<file path="src/rtl/proc_ctrl_pkg.sv">
// Shared types and constants for the six-instruction processor control unit.
package proc_ctrl_pkg;

  localparam int unsigned INSTR_W    = 16;
  localparam int unsigned REG_ADDR_W = 4;
  localparam int unsigned ALU_SEL_W  = 2;

  localparam int unsigned OP_MSB = 15;
  localparam int unsigned OP_LSB = 12;
  localparam int unsigned RA_MSB = 11;
  localparam int unsigned RA_LSB = 8;
  localparam int unsigned RB_MSB = 7;
  localparam int unsigned RB_LSB = 4;
  localparam int unsigned RQ_MSB = 3;
  localparam int unsigned RQ_LSB = 0;

  typedef enum logic [3:0] {
    INIT,
    FETCH,
    DECODE,
    NOOP,
    LOAD_A,
    LOAD_B,
    STORE,
    ADD,
    SUB,
    HALT
  } state_t;

  typedef enum logic [3:0] {
    OP_NOOP  = 4'd0,
    OP_STORE = 4'd1,
    OP_LOAD  = 4'd2,
    OP_ADD   = 4'd3,
    OP_SUB   = 4'd4,
    OP_HALT  = 4'd5
  } opcode_t;

  localparam logic [ALU_SEL_W-1:0] ALU_PASS = 2'b00;
  localparam logic [ALU_SEL_W-1:0] ALU_ADD  = 2'b01;
  localparam logic [ALU_SEL_W-1:0] ALU_SUB  = 2'b10;

endpackage

</file>
<file path="src/rtl/proc_control_unit_if.sv">
// Control-unit bus: instruction fetch, data memory, register file and ALU controls.
interface proc_control_unit_if
  import proc_ctrl_pkg::*;
#(
  parameter int unsigned PC_W    = 7,
  parameter int unsigned DADDR_W = 8
);

  logic [INSTR_W-1:0]    im_data;
  logic [PC_W-1:0]       im_addr;
  logic [DADDR_W-1:0]    d_addr;
  logic                  d_wr;
  logic                  rf_sel;
  logic [REG_ADDR_W-1:0] rf_w_addr;
  logic                  rf_w_wr;
  logic [REG_ADDR_W-1:0] rf_ra_addr;
  logic [REG_ADDR_W-1:0] rf_rb_addr;
  logic [ALU_SEL_W-1:0]  alu_sel;
  logic                  halted;
  logic                  illegal;

  modport master (
    input  im_data,
    output im_addr, d_addr, d_wr, rf_sel, rf_w_addr, rf_w_wr,
           rf_ra_addr, rf_rb_addr, alu_sel, halted, illegal
  );

  modport slave (
    output im_data,
    input  im_addr, d_addr, d_wr, rf_sel, rf_w_addr, rf_w_wr,
           rf_ra_addr, rf_rb_addr, alu_sel, halted, illegal
  );

endinterface

</file>
<file path="src/rtl/pc_counter.sv">
// Program counter: synchronous clear, increment wraps modulo 2^PC_W.
module pc_counter #(
  parameter int unsigned PC_W = 7
) (
  input  logic            clock,
  input  logic            reset,
  input  logic            clear,
  input  logic            inc,
  output logic [PC_W-1:0] pc
);

  always_ff @(posedge clock) begin
    if (reset || clear) begin
      pc <= '0;
    end else if (inc) begin
      pc <= pc + PC_W'(1);
    end
  end

endmodule

</file>
<file path="src/rtl/proc_control_unit.sv">
// Moore-FSM control unit: fetch, decode and sequence the six-instruction processor.
// Define PROC_CTRL_ILLEGAL_TRAP_EN to trap opcodes 6-15 into HALT with a sticky illegal flag.
module proc_control_unit
  import proc_ctrl_pkg::*;
#(
  parameter int unsigned PC_W    = 7,
  parameter int unsigned DADDR_W = 8
) (
  input  logic                clock,
  input  logic                reset,
  proc_control_unit_if.master bus
);

  state_t                state;
  state_t                state_nxt;
  logic [INSTR_W-1:0]    ir;
  logic [PC_W-1:0]       pc;
  logic                  pc_clear;
  logic                  pc_inc;
  logic                  illegal_flag;
  opcode_t               op;
  logic [REG_ADDR_W-1:0] fld_ra;
  logic [REG_ADDR_W-1:0] fld_rb;
  logic [REG_ADDR_W-1:0] fld_rq;
  logic [DADDR_W-1:0]    fld_addr;

  logic [DADDR_W-1:0]    d_addr_c;
  logic                  d_wr_c;
  logic                  rf_sel_c;
  logic [REG_ADDR_W-1:0] rf_w_addr_c;
  logic                  rf_w_wr_c;
  logic [REG_ADDR_W-1:0] rf_ra_addr_c;
  logic [REG_ADDR_W-1:0] rf_rb_addr_c;
  logic [ALU_SEL_W-1:0]  alu_sel_c;
  logic                  halted_c;

  assign op       = opcode_t'(ir[OP_MSB:OP_LSB]);
  assign fld_ra   = ir[RA_MSB:RA_LSB];
  assign fld_rb   = ir[RB_MSB:RB_LSB];
  assign fld_rq   = ir[RQ_MSB:RQ_LSB];
  assign fld_addr = ir[DADDR_W-1:0];

  pc_counter #(.PC_W(PC_W)) u_pc (
    .clock (clock),
    .reset (reset),
    .clear (pc_clear),
    .inc   (pc_inc),
    .pc    (pc)
  );

  always_ff @(posedge clock) begin
    if (reset) begin
      state <= INIT;
      ir    <= '0;
    end else begin
      state <= state_nxt;
      if (state == FETCH) begin
        ir <= bus.im_data;
      end
    end
  end

`ifdef PROC_CTRL_ILLEGAL_TRAP_EN
  // Sticky: set when DECODE sees an opcode beyond HALT, cleared only by reset.
  always_ff @(posedge clock) begin
    if (reset) begin
      illegal_flag <= 1'b0;
    end else if ((state == DECODE) && (ir[OP_MSB:OP_LSB] > 4'(OP_HALT))) begin
      illegal_flag <= 1'b1;
    end
  end
`else
  assign illegal_flag = 1'b0;
`endif

  always_comb begin
    state_nxt    = state;
    pc_clear     = 1'b0;
    pc_inc       = 1'b0;
    d_addr_c     = '0;
    d_wr_c       = 1'b0;
    rf_sel_c     = 1'b0;
    rf_w_addr_c  = '0;
    rf_w_wr_c    = 1'b0;
    rf_ra_addr_c = '0;
    rf_rb_addr_c = '0;
    alu_sel_c    = ALU_PASS;
    halted_c     = 1'b0;

    case (state)
      INIT: begin
        pc_clear  = 1'b1;
        state_nxt = FETCH;
      end
      FETCH: begin
        pc_inc    = 1'b1;
        state_nxt = DECODE;
      end
      DECODE: begin
        case (op)
          OP_NOOP:  state_nxt = NOOP;
          OP_STORE: state_nxt = STORE;
          OP_LOAD:  state_nxt = LOAD_A;
          OP_ADD:   state_nxt = ADD;
          OP_SUB:   state_nxt = SUB;
          OP_HALT:  state_nxt = HALT;
`ifdef PROC_CTRL_ILLEGAL_TRAP_EN
          default:  state_nxt = HALT;
`else
          default:  state_nxt = NOOP;
`endif
        endcase
      end
      NOOP: state_nxt = FETCH;
      STORE: begin
        d_addr_c     = fld_addr;
        rf_ra_addr_c = fld_ra;
        d_wr_c       = 1'b1;
        state_nxt    = FETCH;
      end
      // LOAD_A spans the data memory's synchronous read; LOAD_B commits it.
      LOAD_A, LOAD_B: begin
        d_addr_c    = fld_addr;
        rf_sel_c    = 1'b1;
        rf_w_addr_c = fld_ra;
        rf_w_wr_c   = (state == LOAD_B);
        state_nxt   = (state == LOAD_A) ? LOAD_B : FETCH;
      end
      ADD, SUB: begin
        rf_ra_addr_c = fld_ra;
        rf_rb_addr_c = fld_rb;
        rf_w_addr_c  = fld_rq;
        rf_w_wr_c    = 1'b1;
        alu_sel_c    = (state == ADD) ? ALU_ADD : ALU_SUB;
        state_nxt    = FETCH;
      end
      HALT: begin
        halted_c  = 1'b1;
        state_nxt = HALT;
      end
      default: state_nxt = INIT;
    endcase

    // Reset silences every strobe immediately, even mid-instruction.
    if (reset) begin
      d_addr_c     = '0;
      d_wr_c       = 1'b0;
      rf_sel_c     = 1'b0;
      rf_w_addr_c  = '0;
      rf_w_wr_c    = 1'b0;
      rf_ra_addr_c = '0;
      rf_rb_addr_c = '0;
      alu_sel_c    = ALU_PASS;
      halted_c     = 1'b0;
    end
  end

  assign bus.im_addr    = pc;
  assign bus.d_addr     = d_addr_c;
  assign bus.d_wr       = d_wr_c;
  assign bus.rf_sel     = rf_sel_c;
  assign bus.rf_w_addr  = rf_w_addr_c;
  assign bus.rf_w_wr    = rf_w_wr_c;
  assign bus.rf_ra_addr = rf_ra_addr_c;
  assign bus.rf_rb_addr = rf_rb_addr_c;
  assign bus.alu_sel    = alu_sel_c;
  assign bus.halted     = halted_c;
  assign bus.illegal    = illegal_flag & ~reset;

endmodule
</file>
<file path="src/flat_wrapper.sv">
// flat-port wrapper written by rule: the top's interface ports become plain ports
module proc_control_unit_flat import proc_ctrl_pkg::*;
#(
  parameter int unsigned PC_W    = 7,
  parameter int unsigned DADDR_W = 8
)
  (clock, reset, bus_im_data, bus_im_addr, bus_d_addr, bus_d_wr, bus_rf_sel, bus_rf_w_addr, bus_rf_w_wr, bus_rf_ra_addr, bus_rf_rb_addr, bus_alu_sel, bus_halted, bus_illegal);
  proc_control_unit_if #(.PC_W(PC_W), .DADDR_W(DADDR_W)) bus_i ();
  input  logic clock;
  input  logic reset;
  input wire logic [$bits(bus_i.im_data)-1:0] bus_im_data;
  output wire logic [$bits(bus_i.im_addr)-1:0] bus_im_addr;
  output wire logic [$bits(bus_i.d_addr)-1:0] bus_d_addr;
  output wire logic [$bits(bus_i.d_wr)-1:0] bus_d_wr;
  output wire logic [$bits(bus_i.rf_sel)-1:0] bus_rf_sel;
  output wire logic [$bits(bus_i.rf_w_addr)-1:0] bus_rf_w_addr;
  output wire logic [$bits(bus_i.rf_w_wr)-1:0] bus_rf_w_wr;
  output wire logic [$bits(bus_i.rf_ra_addr)-1:0] bus_rf_ra_addr;
  output wire logic [$bits(bus_i.rf_rb_addr)-1:0] bus_rf_rb_addr;
  output wire logic [$bits(bus_i.alu_sel)-1:0] bus_alu_sel;
  output wire logic [$bits(bus_i.halted)-1:0] bus_halted;
  output wire logic [$bits(bus_i.illegal)-1:0] bus_illegal;
  assign bus_i.im_data = bus_im_data;
  assign bus_im_addr = bus_i.im_addr;
  assign bus_d_addr = bus_i.d_addr;
  assign bus_d_wr = bus_i.d_wr;
  assign bus_rf_sel = bus_i.rf_sel;
  assign bus_rf_w_addr = bus_i.rf_w_addr;
  assign bus_rf_w_wr = bus_i.rf_w_wr;
  assign bus_rf_ra_addr = bus_i.rf_ra_addr;
  assign bus_rf_rb_addr = bus_i.rf_rb_addr;
  assign bus_alu_sel = bus_i.alu_sel;
  assign bus_halted = bus_i.halted;
  assign bus_illegal = bus_i.illegal;
  proc_control_unit #(.PC_W(PC_W), .DADDR_W(DADDR_W)) u_core (.clock(clock), .reset(reset), .bus(bus_i));
endmodule
</file>
<file path="config.mk">
export PLATFORM = sky130hd
export DESIGN_NAME = proc_control_unit_flat
export DESIGN_NICKNAME = d
export VERILOG_FILES = /design/src/rtl/proc_ctrl_pkg.sv /design/src/rtl/proc_control_unit_if.sv /design/src/rtl/pc_counter.sv /design/src/rtl/proc_control_unit.sv /design/src/flat_wrapper.sv
export SDC_FILE = /design/constraint.sdc
export NUM_CORES = 1
export LEC_CHECK = 0
export ABC_AREA = 0
export CAP_MARGIN = 20
export CORE_MARGIN = 2
export CORE_UTILIZATION = 47
export CTS_CLUSTER_DIAMETER = 150
export DETAILED_ROUTE_END_ITERATION = 12
export PLACE_DENSITY = 0.85
export SETUP_SLACK_MARGIN = 0.1
export SLEW_MARGIN = 25
export SYNTH_ARGS = -nofsm -noshare
export SYNTH_HDL_FRONTEND = slang
export SYNTH_SLANG_ARGS = --single-unit
</file>
<file path="constraint.sdc">
create_clock -name clock -period 4.15 [get_ports clock]
set_clock_uncertainty 0.05 [all_clocks]
set_input_delay 0.415 -clock clock [delete_from_list [all_inputs] [get_ports clock]]
set_output_delay 0.415 -clock clock [all_outputs]
set_load 0.05 [all_outputs]
</file>
# Word-level counts from Yosys, hierarchy flattened
# Cells that the tools add are included.
# word_totals
ff_bits,27
input_bits,18
out_inout_bits,34
# classes
n_addsub,1
eq_ne,14
n_mux,24
reduce_logical,7
# op_table
operator,count
$pmux W4 S5,2
$eq A4 B3 Y1 const B,6
$mux W4,5
$eq A4 B2 Y1 const B,4
$mux W8,2
$mux W1,9
$eq A4 B1 Y1 const B,2
$eq A4 B4 Y1 const B,2
$pmux W4 S2,1
$add A7 B1 Y7 const B,1
$mux W2,3
$reduce_or A3 Y1,2
$reduce_or A5 Y1,1
$logic_not A4 Y1,1
$reduce_or A2 Y1,2
$mux W3,1
$pmux W1 S2,1
$logic_or A1 B1 Y1,1

# Logic depth before layout (Yosys ltp)
# logic_depth
ltp_word,4
mapped_depth,6
depth_no_buf,4

# Cells and area by module
# A second synthesis with hierarchy kept.
# unflattened
cells_unflattened,174
area_unflattened_um2,1402.6
# by_module_without_submodules
module,n_inst,cells_each,area_each_um2,seq_area_each_um2
proc_control_unit,1,141,1099.8,400.4
pc_counter,1,33,302.8,140.1

# Worst setup path before layout
# No wires, ideal clock.
# synth_timing
kind,register -> output
startpoint,reg u_core.state[2]
endpoint,out bus_rf_w_addr[0]
t_arrival_ps,2563
t_required_ps,3685
setup_slack_ps,1122
path_stages_with_launch,5
cell_sequence,dfxtp_1 clkbuf_1 nand2b_1 nor3_1 a22o_1
# synth_via
elab_chain_len,4
elab_cells_between_ends,8
# synth_lines
element,line,source
from (decl),proc_control_unit.sv:14,state_t state;
from (signal assigned),proc_control_unit.sv:56,state <= state_nxt;
$eq A4 B4 Y1 or $eq A4 B3 Y1 (tied branches),proc_control_unit.sv:90,case (state)
"$reduce_or A2 Y1, on equally long branches",n/a,
$pmux W4 S2 *,proc_control_unit.sv:90,
$mux W4 *,proc_control_unit.sv:145,if (reset) begin
to (decl),flat_wrapper.sv:16,output wire logic [$bits(bus_i.rf_w_addr)-1:0] bus_rf_w_addr;
# Mark *: on every way between the ends. The rest lies on a longest branch, timed or not.

# Worst setup path in the final report
# layout_timing
startpoint,reg u_core.state[3]
endpoint,out bus_rf_w_addr[0]
# The elaborated chain is that of the path after synthesis.

==> flow_summary.ini <==
[status]
status = finished clean

[synthesis]
synth_cell_types = 38
yosys_warnings = 0
postSynth.asyncResetShare_pct = 0
synth_top_area_share_pct = 39.7
synthFlopType = dfxtp_1
synth_area_um2 = 1360
yosys.area.top_type = dfxtp_1
synth.net_count = 194
syn-mean-instance-area_um2 = 7.79
synth.most_common_cell = nand2_1
synth_common_cells = nand2_1, dfxtp_1, a21oi_1
ys_ff_latch = 27
netlist_instances = 175
yosys-top-cells-area = dfxtp_1, nand2_1, a21oi_1, and2_1, a22o_1
synth_edf_count = 0
yosysSeqAreaShare_pct = 39.7

[place]
gp_congestion = 0.876
io_buffers = 50
hpwl_um = 2420
postPlaceCellArea_um2 = 1860

[clock_tree]
postCtsHoldBufs = 0
cts_buffers = 3
clk_path_buf_depth = 2
ctsResizeCount = 0
tritoncts = built
ctsHtreeMaxLevel = 1
cts_setup_buffers = 0
clock-root-buffer = clkbuf_4
clk_pin_slew_ns = 0.14
worstSkewPairLatency_ns = 0.32
numClockSinks = 27

[worst_setup_path]
cp-end-kind = output port
arrival_ns = 2.95
worstPathRequired_ns = 3.68
path_class = reg2out
path_max_fanout = 15
crit_path_start_kind = flip-flop

[finish]
fillCellCount = 230
drive_above_1_share_pct = 4.11
n_antenna_cell = 0
fin_area_um2 = 1890
area_delta_synth_final_pct = 38.6
layout.nets = 239

[floorplanning]
initial_utilization_pct = 49.4
die_area_um2 = 3350
rows = 19
io-pin-count = 52
coreArea_um2 = 2760
die_x_um = 57.8
die_y_um = 57.8

[global_routing]
grt_max_degree = 29
first_global_vias = 1351
grt_pass1_wl_um = 5840
antenna_found_initial = 0
grtUsageTotal_pct = 22.0
gr-total-overflow = 0

[routing]
detail_route.vias_per_cell = 5.51
initialDrtViolationCount = 39
num_vias = 1377
drtAntennaViolNets = 0
wl_per_cell_um = 13.7
postRouteWirelength_um = 3420
drcViolationCount = 0
drt_pass1_iterations = 4

[timing]
period_share_pct = 82.2
grt_setup_unrepaired = no
setup_tns_ns = 0
slew_headroom_pct = 42.6
setup_viol = 0
worst_slew_pin_slew_ns = 0.862
hold_viol_final = 0
fmax_ghz = 0.293
finalCriticalPeriod_ns = 3.41
drv_slew = 0

[power]
power_uw = 531
p_per_area_nw_per_um2 = 282
p_leak_nw = 0.641
peakVddDrop_mv = 0.218

[run]
maxCapViolations = 0

[hold_path]
min_path_type = reg2reg
flip-flops by register name, summed over array words and instances (netlist names):
| register | count |
|---|---|
| u_core.u_pc.pc | 7 |
| u_core.state | 4 |
| u_core.ir | 16 |
power breakdown:
group | switching (mW) | internal, mW | leakage (nW)
Clock | 0.0731 | 0.0375 | 0.0150
Sequential | 0.0269 | 0.281 | 0.220
Combinational | 0.0653 | 0.0482 | 0.406
per-stage QoR:
stage / setup WS, ns / hold WS, ns / util [%] / std cells
6_report: 0.738 / 0.437 / 68.5 / 250
5_1_grt: 0.572 / 0.467 / 68.5 / 250
4_1_cts: 0.748 / 0.437 / 68.5 / 250
3_5_place_dp: 1.08 / 0.418 / 67.5 / 246
3_3_place_gp: 1.11 / 0.399 / 67.5 / 246
2_1_floorplan: 1.12 / 0.390 / - / 175
kinds of logic (layout without fill, tap and decap cells):
kind of cell | after synthesis | count (layout) | synth area share [%]
simple gates | 87 | 87 | 34.3
xor+xnor | 2 | 2 | 1.29
buf+inv | 14 | 58 | 4.59
other cells | 1 | 1 | 0.275
fa+ha+maj | 1 | 1 | 0.918
compound gates | 43 | 43 | 18.9
flops | 27 | 27 | 39.7
area by class of cell:
| class | count | area [um2] | share of cell area (%) |
|---|---|---|---|
| Multi-Input combinational cell | 134 | 759 | 40.2 |
| Sequential cell | 27 | 541 | 28.6 |
| Timing Repair Buffer | 52 | 515 | 27.3 |
| Tap cell | 31 | 38.8 | 2.05 |
| Clock buffer | 4 | 26.3 | 1.39 |
| Inverter | 2 | 7.51 | 0.398 |
critical path, cell delays in order, from the launching register on:
cell	delay [ns]
dfxtp_1	0.60
or4b_2	0.68
a21oi_2	0.33
a22o_1	0.21
clkdlybuf4s50_1	0.80
routing by layer:
layer  vias up  track usage, %  share of wire [%]
met5         -               0                  0
met4         0            6.31               0.53
li1        691               -                  -
met3         2            5.13                8.1
met2        52            38.3                 49
met1       632            26.9                 42
final timing paths:
| path | start | to | slack [ns] | cells past startpoint |
|---|---|---|---|---|
| max reg2reg | u_core.state[3]$_SDFF_PP0_ | u_core.u_pc.pc[5]$_SDFFE_PP0N_ | 1.80 | 3 |
| min reg2reg | u_core.ir[4]$_SDFFE_PP0N_ | u_core.ir[4]$_SDFFE_PP0N_ | 0.44 | 2 |
| max | u_core.state[3]$_SDFF_PP0_ | bus_rf_w_addr[0] | 0.74 | 4 |
| min | u_core.ir[4]$_SDFFE_PP0N_ | u_core.ir[4]$_SDFFE_PP0N_ | 0.44 | 2 |
cell usage in the layout, fill, tap and decap left out, drive strengths merged:
| cell type | Yosys | final |
|---|---|---|
| nand2 | 36 | 36 |
| and4b | 1 | 1 |
| o31ai | 2 | 2 |
| or4 | 2 | 2 |
| conb | 1 | 1 |
| clkdlybuf4s50 | 0 | 50 |
| nor3 | 4 | 4 |
| nor2 | 5 | 5 |
| nor4b | 2 | 2 |
| a21oi | 25 | 25 |
| xor2 | 1 | 1 |
| a22o | 4 | 4 |
| a22oi | 1 | 1 |
| dfxtp | 27 | 27 |
| clkbuf | 8 | 4 |
| nand3b | 2 | 2 |
| or3b | 1 | 1 |
| o21ai | 6 | 6 |
| nand2b | 3 | 3 |
| nor2b | 2 | 2 |
| or3 | 3 | 3 |
| buf | 4 | 2 |
| or4b | 2 | 2 |
| nand4b | 1 | 1 |
| a21o | 1 | 1 |
| a2111oi | 1 | 1 |
| nand3 | 3 | 3 |
| and3 | 2 | 2 |
| ha | 1 | 1 |
| xnor2 | 1 | 1 |
| o2111ai | 2 | 2 |
| inv | 2 | 2 |
| and2 | 16 | 16 |
| nor3b | 2 | 2 |
| a211oi | 1 | 1 |
No activity file was read; power rests on OpenSTA's default activity.
